`config.mk`:
```
export PLATFORM = sky130hd
export DESIGN_NAME = adex_spike_monitor
export DESIGN_NICKNAME = d
export VERILOG_FILES = /design/src/rtl/adex_spike_monitor.sv
export SDC_FILE = /design/constraint.sdc
export NUM_CORES = 1
export LEC_CHECK = 0
export ABC_AREA = 1
export BUFFER_PORTS_ARGS = -buffer_cell sky130_fd_sc_hd__clkbuf_2
export CAP_MARGIN = 20
export CORE_MARGIN = 2
export CORE_UTILIZATION = 25
export DETAILED_ROUTE_END_ITERATION = 7
export GPL_ROUTABILITY_DRIVEN = 0
export GPL_TIMING_DRIVEN = 0
export MAX_ROUTING_LAYER = met4
export PLACE_DENSITY_LB_ADDON = 0.1
export SYNTH_ARGS = -nofsm -noshare
export SYNTH_HDL_FRONTEND = slang
export SYNTH_SLANG_ARGS = --single-unit
```
`constraint.sdc`:
```
create_clock -name clk -period 5.9 [get_ports clk]
set_input_delay 0.59 -clock clk [delete_from_list [all_inputs] [get_ports clk]]
set_output_delay 0.59 -clock clk [all_outputs]
set_load 0.05 [all_outputs]
```
`src/rtl/adex_spike_monitor.sv`:
```
// Spike event monitor: timestamps rising edges of spike_in, queues {lost, ts}
// events in a small FIFO and streams each one as a 3-byte packet (HDR, TSH, TSL).
module adex_spike_monitor #(
  parameter int FIFO_DEPTH = 4,
  parameter int TS_WIDTH   = 16
) (
  input  logic       clk,
  input  logic       rst_n,
  input  logic       enable,
  input  logic       spike_in,
  output logic [7:0] tx_data,
  output logic       tx_valid,
  input  logic       tx_ready,
  output logic [7:0] drop_count,
  output logic [4:0] fifo_level
);

  localparam int PTR_W = $clog2(FIFO_DEPTH);
  localparam int ENT_W = TS_WIDTH + 1;

  localparam logic [1:0] ST_IDLE = 2'd0;
  localparam logic [1:0] ST_HDR  = 2'd1;
  localparam logic [1:0] ST_TSH  = 2'd2;
  localparam logic [1:0] ST_TSL  = 2'd3;

  logic [TS_WIDTH-1:0] ts_cnt;
  logic                spike_q;
  logic                lost_q;
  logic [7:0]          drop_q;
  logic [4:0]          level_q;
  logic [PTR_W-1:0]    wr_ptr;
  logic [PTR_W-1:0]    rd_ptr;
  logic [ENT_W-1:0]    mem [FIFO_DEPTH];
  logic [ENT_W-1:0]    pkt_q;
  logic [1:0]          state;

  logic handshake;
  logic fifo_nonempty;
  logic fifo_full;
  logic detect;
  logic pop;
  logic push;
  logic drop;

  assign tx_valid      = (state != ST_IDLE);
  assign handshake     = tx_valid & tx_ready;
  assign fifo_nonempty = (level_q != 5'd0);
  assign fifo_full     = (level_q == 5'(FIFO_DEPTH));
  assign detect        = enable & spike_in & ~spike_q;

  // A pop frees a slot on the same edge, so a detection while full still fits.
  assign pop  = fifo_nonempty & ((state == ST_IDLE) | ((state == ST_TSL) & handshake));
  assign push = detect & (~fifo_full | pop);
  assign drop = detect & fifo_full & ~pop;

  assign drop_count = drop_q;
  assign fifo_level = level_q;

  // NOTE: all sequential state uses non-blocking assignments so every register
  // samples the pre-edge values of its neighbours, independent of block order.
  always_ff @(posedge clk or negedge rst_n) begin
    if (!rst_n) begin
      ts_cnt  <= '0;
      spike_q <= 1'b0;
      lost_q  <= 1'b0;
      drop_q  <= 8'h00;
    end else begin
      spike_q <= spike_in;
      if (enable)
        ts_cnt <= ts_cnt + TS_WIDTH'(1);
      if (push)
        lost_q <= 1'b0;
      else if (drop)
        lost_q <= 1'b1;
      if (drop && drop_q != 8'hFF)
        drop_q <= drop_q + 8'd1;
    end
  end

  // NOTE: the FIFO storage has no reset; pointers and level alone define which
  // entries are valid, so clearing the array would only cost reset fan-out.
  always_ff @(posedge clk) begin
    if (push)
      mem[wr_ptr] <= {lost_q, ts_cnt};
  end

  always_ff @(posedge clk or negedge rst_n) begin
    if (!rst_n) begin
      wr_ptr  <= '0;
      rd_ptr  <= '0;
      level_q <= 5'd0;
      pkt_q   <= '0;
    end else begin
      if (push)
        wr_ptr <= wr_ptr + PTR_W'(1);
      if (pop) begin
        rd_ptr <= rd_ptr + PTR_W'(1);
        pkt_q  <= mem[rd_ptr];
      end
      case ({push, pop})
        2'b10:   level_q <= level_q + 5'd1;
        2'b01:   level_q <= level_q - 5'd1;
        default: level_q <= level_q;
      endcase
    end
  end

  always_ff @(posedge clk or negedge rst_n) begin
    if (!rst_n) begin
      state <= ST_IDLE;
    end else begin
      case (state)
        ST_IDLE: if (fifo_nonempty) state <= ST_HDR;
        ST_HDR:  if (handshake) state <= ST_TSH;
        ST_TSH:  if (handshake) state <= ST_TSL;
        ST_TSL:  if (handshake) state <= fifo_nonempty ? ST_HDR : ST_IDLE;
        default: state <= ST_IDLE;
      endcase
    end
  end

  // NOTE: tx_data gets a default before the case so no path leaves it
  // unassigned, which would otherwise infer a latch.
  always_comb begin
    tx_data = 8'h00;
    case (state)
      ST_HDR:  tx_data = {4'hA, 3'b000, pkt_q[TS_WIDTH]};
      ST_TSH:  tx_data = pkt_q[15:8];
      ST_TSL:  tx_data = pkt_q[7:0];
      default: tx_data = 8'h00;
    endcase
  end

endmodule
```
# Yosys cells after proc, flatten, opt, wreduce, memory -nomap -nowiden
# Memory sizes are Yosys's and may differ from the RTL's. A register that Yosys moved wholly into a read port is not among the register bits.
# Index checks and enable logic that the tools add are counted.
[op_classes] n_addsub=6 eq_ne=11 muxes=12 n_bitwise=13 reduce_logical=8
[op_table] cell="8-bit case mux with 3 select lines" count=1
[op_table] cell="16-bit by 1-bit adder with 16-bit output (second input constant)" count=1
[op_table] cell="5-bit case mux with 2 select lines" count=1
[op_table] cell="8-bit by 1-bit adder with 8-bit output (second input constant)" count=1
[op_table] cell="1-bit AND" count=8
[op_table] cell="2-bit 2-to-1 mux" count=4
[op_table] cell="2-bit != test (second input constant)" count=4
[op_table] cell="8-bit != test (second input constant)" count=1
[op_table] cell="2-bit case mux with 4 select lines" count=1
[op_table] cell="2-bit == test (second input constant)" count=3
[op_table] cell="2-bit nonzero test" count=3
[op_table] cell="5-bit by 1-bit adder with 5-bit output (second input constant)" count=1
[op_table] cell="5-bit by 3-bit == test with 1-bit output (second input constant)" count=1
[op_table] cell="1-bit 2-to-1 mux" count=5
[op_table] cell="5-bit nonzero test" count=1
[op_table] cell="5-bit by 1-bit subtractor with 5-bit output (second input constant)" count=1
[op_table] cell="2-bit by 1-bit adder with 2-bit output (second input constant)" count=2
[op_table] cell="2-bit by 1-bit == test with 1-bit output (second input constant)" count=2
[op_table] cell="4-bit AND reduction" count=1
[op_table] cell="1-bit inverter" count=3
[op_table] cell="2-bit zero test" count=1
[op_table] cell="1-bit bitwise OR" count=2
[op_table] cell="1-bit logical AND" count=1
[op_table] cell="1-bit zero test" count=1
[totals] reg_bits=37 ram_bits=68 in_bits=5 output_inout_bits=22 word_cells=59 memories=1
[memory_table] memory="mem" words=4 width=17 rd=1 rd_ports_with_merged_regs=1 write_ports=1 line_no="33" text="logic [ENT_W-1:0] mem [FIFO_DEPTH];"

# Logic depth before layout (Yosys ltp)
# Gate-level depths: netlist of run 1.
[depth] ltp_word=9 ltp_mapped=17 mapped_depth_nobuf=17

# Least setup slack after synthesis of run 1
# Ideal clock, no wire load.
[synth_timing] kind="register -> register" start="reg state[1]" end="mem mem[0][0] (netlist name), enable pin" setup_ns=0.391 arrival_time_ns=1.977 required_time_ns=5.509 setup_slack_ns=3.532 path_stages_with_launch=7 path_buffers=0 synth_period_minus_slack_ns=2.368 path_cell_list="dfrtp_1 -> inv_1 -> ha_1 -> inv_1 -> nand2_4 -> o21ai_4 -> nor2_1"
[synth_between] elab_chain_len=9 word_cells_on_any_way=11 classes_between="1 x eq/ne; 2 x mux; 6 x bitwise; 2 x reduce/logical"
[synth_rtl] item="start: declaration" line_no="35" text="logic [1:0] state;"
[synth_rtl] item="start signal: assignment" line_no="116" text="ST_TSL: if (handshake) state <= fifo_nonempty ? ST_HDR : ST_IDLE;"
[synth_rtl] item="2-bit nonzero test" line_no="45" text="assign tx_valid = (state != ST_IDLE);"
[synth_rtl] item="via tx_valid" line_no="12" text="output logic tx_valid,"
[synth_rtl] item="1-bit AND" line_no="46" text="assign handshake = tx_valid & tx_ready;"
[synth_rtl] item="1-bit AND" line_no="52" text="assign pop = fifo_nonempty & ((state == ST_IDLE) | ((state == ST_TSL) & handshake));"
[synth_rtl] item="1-bit bitwise OR" line_no="52"
[synth_rtl] item="1-bit AND" line_no="52"
[synth_rtl] item="1-bit bitwise OR" line_no="53" text="assign push = detect & (~fifo_full | pop);"
[synth_rtl] item="1-bit AND" line_no="53"
[synth_rtl] item="1-bit 2-to-1 mux" line_no="83" text="if (push)"
[synth_rtl] item="1-bit 2-to-1 mux (not written as such)" line_no="84" text="mem[wr_ptr] <= {lost_q, ts_cnt};"
[synth_rtl] item="end: declaration" line_no="33"
# The timed path passes the listed nets, and every way through them passes these cells.

# Worst setup path in the final report of run 1
[layout_timing] start="reg state[0]" end="out tx_data[2]"
[layout_between] elab_chain_len=2 word_cells_on_any_way=4 classes_between="3 x eq/ne; 1 x mux"
[layout_rtl] item="2-bit == test / 2-bit by 1-bit == test with 1-bit output (equally long branches)" line_no="126" text="case (state)"
[layout_rtl] item="8-bit case mux with 3 select lines *" line_no="126"
[layout_rtl] item="end: declaration" line_no="11" text="output logic [7:0] tx_data,"
# Mark *: on every way between the ends. The rest lies on a longest branch, timed or not.

==> metrics.sh, run 1 <==
STATUS='complete, no violations'
FIN_WORST_HOLD_SLACK_NS=0.279
H_TREE_LEVELS=4
YS_DOMINANT_REG_CELL='edfxtp_1'
CTS_MAX_PATH_BUFFERS=2
FINAL_CRITICAL_PERIOD_NS=2.96
FLOORPLAN.CORE_AREA_UM2=21000
CP-END-KIND='output pin'
ROUTE.VIAS.TOTAL=3548
HOLD_VIOLATIONS=0
SETUP.WORST_PATH.CLASS='reg -> out'
DETAIL_ROUTE.WL_PER_CELL_UM=15.5
DRC=0
CRIT_PATH_MAX_FANOUT=8
POWER.STATIC_LEAKAGE_nW=2.68
CELLPOWERDENSITY_nW_PER_UM2=569
SYNTH_AREA_LEADERS='edfxtp_1 (38%), dfrtp_1 (25%), nor2_1 (6.1%)'
HOLDBUFCOUNTCTS=0
CLOCK_INSERTION_DELAY_WORST_SKEW_NS=0.42
SYN-NUM-NETS=516
YS.WARNINGS.COUNT=0
FINALWIRELENGTH_MM=13.0
REG2REGPATHDEPTH=17
PLACE_HPWL_MM=8.84
DRT_PRE_ANTENNA_ITERS=4
INITIAL_UTILIZATION=0.254
FF_LATCH_COUNT_SYNTH=122
HOLD_CLASS='in -> async'
SYNTH_AREA_PER_CELL_UM2=10.7
FINISH.NET_COUNT=565
TIMING.SLEW.HEADROOM=0.451
SWITCHING_POWER_mW=1.53
LAYOUT-DRIVE-GT1-SHARE=0.175
NETLIST.TOP_CELL.BY_AREA='edfxtp_1'
FIRST_GLOBAL_VIAS=3571
POSTROUTEANTENNANETS=0
POWER.SWITCHING_FRACTION=0.414
SLEW_VIOLATIONS=0
POST-CTS-SETUP-BUFFERS=0
CRITICAL_PATH.STARTPOINT_TYPE='register'
CLK_PIN_SLEW_NS=0.06
SETUP_VIOLATIONS=0
CLOCK_SINK_COUNT=122
WORST-SLEW-PIN-TRANSITION_NS=0.823
GRT_PASS1_WL_MM=20.3
POST_SYNTH_INST_COUNT=499
R2R_START='state[0]$_DFFE_PN0P_'
WORSTPATHREQUIRED_NS=5.31
TNS_SETUP_NS=0
POST_CTS_RESIZED=0
TIMING.CLOCK.SKEW_NS=0.0109
FLOORPLAN.DIE_AREA_UM2=22500
CRITICAL_PATH_ARRIVAL_NS=2.37
SYN-CELL-AREA_UM2=5330
DIE-HEIGHT_UM=150
REG2REG_TO='fifo_level[4]$_DFFE_PN0P_'
PERIOD_SHARE=0.501
NETLIST_TOP_CELLS_COUNT='nor2_1 (87), nand2_1 (77), edfxtp_1 (68)'
COMBINATIONAL_SHARE_OF_POWER=0.377
LARGEST_NET_DEGREE_AT_THE_START_OF_GLOBAL_ROUTING=55
INTERNAL_POWER_mW=2.16
RSZ0062_AT_GRT='no'
DETAIL_ROUTE.VIAS_PER_CELL=4.24
NUMCTSBUFFERS=17
AREA_DELTA_SYNTH_FINAL_PCT=21.5
SYNTH_MOST_COMMON_CELL='nor2_1'
PLACEMENT_ROWS=53
WORST_VOLTAGE_DROP_ACROSS_THE_VDD_GRID_V=0.000227
SYNTH.DISTINCT_CELLS=36
DRT-INITIAL-DRC-COUNT=179
GR-TOTAL-OVERFLOW=0
PLACE.PORT_BUFFERS=26
TIMING.REG2REG.SETUP_SLACK_NS=3.73
CTS_TREE='built'
CLOCKPOWERSHARE=0.286
ASYNCSETRESETFLOPFRACSYNTH=0.443
YS_SEQ_AREA_FRAC=0.636
GR-USAGE-ALL-LAYERS=0.128
MAX_CAPACITANCE_VIOLATION_COUNT=0
FP.DIEW_UM=150
SEQ_POWER_SHARE=0.336
GRT_ANTENNA_BEFORE_REPAIR=0
IOPINCOUNT=27
DIODES=0
SYNTH_ENABLE_FLOP_CELLS=68
ROOT_BUFFER='clkbuf_16'
MAX_FREQ_MHz=338
SYNTH_TOP_CELL_AREA_SHARE=0.383
-- final cells by class --
cell class,instances,area (um^2)
fill,2189,14500
sequential,122,3390
multi-input combinational,314,1700
clock buffer,19,433
tap,275,344
timing repair buffer,30,193
inverter,48,180
clock inverter,13,169
buffer,15,72.6
-- through the flow --
stage	setup slack, ns	power, mW	std cells	util	area [um^2]
after floorplan	3.53	2.24	499	-	5330
after global placement	2.57	2.65	800	0.277	5810
after detailed placement	3.36	2.67	804	0.281	5880
after CTS	2.91	3.74	836	0.309	6480
after global routing	2.83	3.93	836	0.309	6480
final	2.94	3.69	836	0.309	6480
-- cell families (layout without fill, tap and decap cells) --
group                      Yosys count  after routing  share of synthesized area
adders and majority gates           12             12                     0.0282
DFF                                122            122                      0.636
AOI/OAI and AO/OA                   71             71                     0.0744
and+or+nand+nor                    204            204                      0.169
buffers and inverters               63            125                     0.0474
xor gates and xnor gates            27             27                     0.0443
-- power by group through the flow --
stage          combinational, mW  clock, mW  sequential, mW
4_1_cts                     1.41       1.08            1.24
6_report                    1.39       1.06            1.24
2_1_floorplan              0.921          0            1.32
3_3_place_gp                1.39          0            1.26
3_5_place_dp                1.41          0            1.26
5_1_grt                     1.55       1.11            1.27
-- critical path, stage by stage, from the launching register on --
cell	delay [ns]
dfrtp_1	0.44
inv_1	0.13
ha_1	0.15
clkbuf_1	0.41
nand2_1	0.18
a21oi_1	0.30
clkbuf_2	0.34
-- flip-flops by register name (all words and copies together) (netlist names) --
signal	count
state	2
ts_cnt	16
fifo_level	5
rd_ptr	2
lost_q	1
pkt_q	17
drop_count	8
spike_q	1
mem	68
wr_ptr	2
-- how the worst max path moves through the flow --
| stage | cells after the start | endpoint | start |
|---|---|---|---|
| finish | 6 | tx_data[2] | state[0]$_DFFE_PN0P_ |
| global route | 6 | tx_data[2] | state[0]$_DFFE_PN0P_ |
| CTS | 6 | tx_data[2] | state[0]$_DFFE_PN0P_ |
| detailed placement | 6 | tx_data[2] | state[0]$_DFFE_PN0P_ |
| global placement | 5 | mem[2][12]$_DFFE_PP_ | enable |
| floorplan | 6 | mem[0][0]$_DFFE_PP_ | state[1]$_DFFE_PN0P_ |
-- layout by cell type, fill, tap and decap left out, types with 5 or more instances in the layout --
cell	count
inv_1	41
xnor2_1	7
nor2_1	83
clkbuf_1	7
nor2_2	8
a21oi_1	5
a31oi_1	13
o22ai_1	6
nand2_1	77
xor2_1	20
clkbuf_16	17
ha_1	12
o21ai_0	40
nand4_1	7
inv_2	7
dfrtp_1	54
clkbuf_2	25
buf_2	7
nand3_1	10
edfxtp_1	68
-- routing by layer --
layer | GRT usage | share of wire | vias up
met5 | - | 0 | -
met4 | 0.0533 | 0.019 | 0
met3 | 0.0284 | 0.024 | 19
met2 | 0.199 | 0.47 | 46
met1 | 0.161 | 0.49 | 1715
li1 | - | - | 1768
No activity file was read; power rests on OpenSTA's default activity.
==> run 2: changes to the inputs <==
Clock period 5.9 ns to 2.61 ns, I/O delays scaled along.
==> metrics.sh, run 2 (same netlist as run 1, synthesis figures left out) <==
FINISH.NET_COUNT=566
HOLD_CLASS='in -> reg'
IOPINCOUNT=27
CRITICAL_PATH.STARTPOINT_TYPE='register'
SETUP_VIOLATIONS=0
FINAL_CRITICAL_PERIOD_NS=2.45
NUMCTSBUFFERS=17
TIMING.SLEW.HEADROOM=0.453
DRT-INITIAL-DRC-COUNT=201
TIMING.CLOCK.SKEW_NS=0.0103
GR-USAGE-ALL-LAYERS=0.128
MAX_FREQ_MHz=408
M1WIRELENGTH_MM=6.25
GR-TOTAL-OVERFLOW=0
CTS_MAX_PATH_BUFFERS=2
DETAIL_ROUTE.WL_PER_CELL_UM=15.5
TOPROUTINGLAYERUSED='met4'
TOP_REGISTER_BY_NUMBER_OF_FLIP_FLOPS='mem'
INITIAL_UTILIZATION=0.254
DRC=0
CLK_PIN_SLEW_NS=0.05
POWER.STATIC_LEAKAGE_nW=2.68
WORST-SLEW-PIN-TRANSITION_NS=0.821
DETAILROUTE.WIRELENGTH.MET3_UM=344
AREA_DELTA_SYNTH_FINAL_PCT=21.8
CLOCK_INSERTION_DELAY_WORST_SKEW_NS=0.42
POSTROUTEANTENNANETS=0
PLACE.PORT_BUFFERS=26
SETUP.WORST_PATH.CLASS='reg -> out'
DRT_PRE_ANTENNA_ITERS=4
FIRST_GLOBAL_VIAS=3575
RSZ0062_AT_GRT='no'
DIE-HEIGHT_UM=150
CLOCK_SINK_COUNT=122
PERIOD_SHARE=0.940
PLACE_HPWL_MM=8.84
SLEW_VIOLATIONS=0
GRT_PASS1_WL_MM=20.3
CTS_TREE='built'
DIODES=0
FINALWIRELENGTH_MM=12.9
GRT_ANTENNA_BEFORE_REPAIR=0
WORSTPATHREQUIRED_NS=2.35
CELLPOWERDENSITY_nW_PER_UM2=1280
REG.LARGEST.LIST='mem x68, pkt_q x17, ts_cnt x16'
POST_CTS_RESIZED=0
TNS_SETUP_NS=0
CRITICAL_PATH_ARRIVAL_NS=2.19
MOSTFREQUENTLAYOUTCELL='nor2_1'
LARGEST_NET_DEGREE_AT_THE_START_OF_GLOBAL_ROUTING=55
FLOORPLAN.CORE_AREA_UM2=21000
FIN_AREA_UM2=6500
DETAIL_ROUTE.VIAS_PER_CELL=4.23
MAX_CAPACITANCE_VIOLATION_COUNT=0
CP-END-KIND='output pin'
FIN_WORST_HOLD_SLACK_NS=0.160
HOLD_VIOLATIONS=0
MET2_ROUTED_WIRELENGTH_MM=6.09
CRIT_PATH_MAX_FANOUT=8
LARGEST_REGISTER_FFS=68
STATUS='complete, no violations'
POST-CTS-SETUP-BUFFERS=0
MOSTFREQUENTLAYOUTCELLS='nor2_1 (83), nand2_1 (77), edfxtp_1 (68)'
PLACE_AREA_UM2=5880
PLACEMENT_ROWS=53
ROOT_BUFFER='clkbuf_16'
ROUTE.VIAS.TOTAL=3543
FP.DIEW_UM=150
FLOORPLAN.DIE_AREA_UM2=22500
LAYOUT-DRIVE-GT1-SHARE=0.174
WORST_VOLTAGE_DROP_ACROSS_THE_VDD_GRID_V=0.000515
H_TREE_LEVELS=4
[run 2: metal layers]
metal  vias up  global-route usage
met1      1703               0.161
met4         0              0.0533
met3        20              0.0284
met2        52               0.199
li1       1768                   -
met5         -                   -
[run 2: final cells by class]
| class | instances | area (um^2) |
|---|---|---|
| Buffer | 14 | 68.8 |
| Clock buffer | 19 | 433 |
| Clock inverter | 13 | 169 |
| Inverter | 48 | 180 |
| Multi-Input combinational cell | 314 | 1700 |
| Timing Repair Buffer | 32 | 213 |
| Sequential cell | 122 | 3390 |
| Tap cell | 275 | 344 |
| Fill cell | 2186 | 14500 |
[run 2: per-stage QoR]
stage / setup WS [ns] / instances / util / power (mW)
6_report: 0.157 / 837 / 0.310 / 8.34
5_1_grt: 0.0321 / 837 / 0.310 / 8.89
4_1_cts: 0.101 / 837 / 0.310 / 8.45
3_5_place_dp: 0.399 / 804 / 0.281 / 6.03
3_3_place_gp: -0.460 / 800 / 0.277 / 5.99
2_1_floorplan: 0.242 / 499 / - / 5.06
[run 2: timing repair]
action / CTS / global route
setup endpoints to repair: 1 / 0
endpoints found under the hold margin: 8 / 0
hold buffers: 2 / 0
[run 2: worst paths after layout]
check                                               start                   endpoint  slack, ns  cells past startpoint
worst min register to register  drop_count[5]$_DFFE_PN0P_  drop_count[5]$_DFFE_PN0P_       0.50                      1
max in group asynchronous                           rst_n  drop_count[0]$_DFFE_PN0P_       1.55                      2
worst max register to register       state[0]$_DFFE_PN0P_  fifo_level[4]$_DFFE_PN0P_       0.44                     17
worst max-delay path                 state[0]$_DFFE_PN0P_                 tx_data[2]       0.16                      5
worst min-delay path                               enable      ts_cnt[0]$_DFFE_PN0P_       0.16                      2
min in group asynchronous                           rst_n     ts_cnt[10]$_DFFE_PN0P_       0.49                      2
[run 2: report_power, final]
group,internal (mW),switching (mW)
combinational,0.906,2.24
clock,1.51,0.881
sequential,2.48,0.329
total,4.89,3.45
[run 2: critical path, cell delays in order, from the launching register on]
cell and delay, ns:
dfrtp_1 0.44, inv_1 0.13, ha_1 0.41, nand2_1 0.16, a21oi_1 0.30, clkbuf_2 0.34
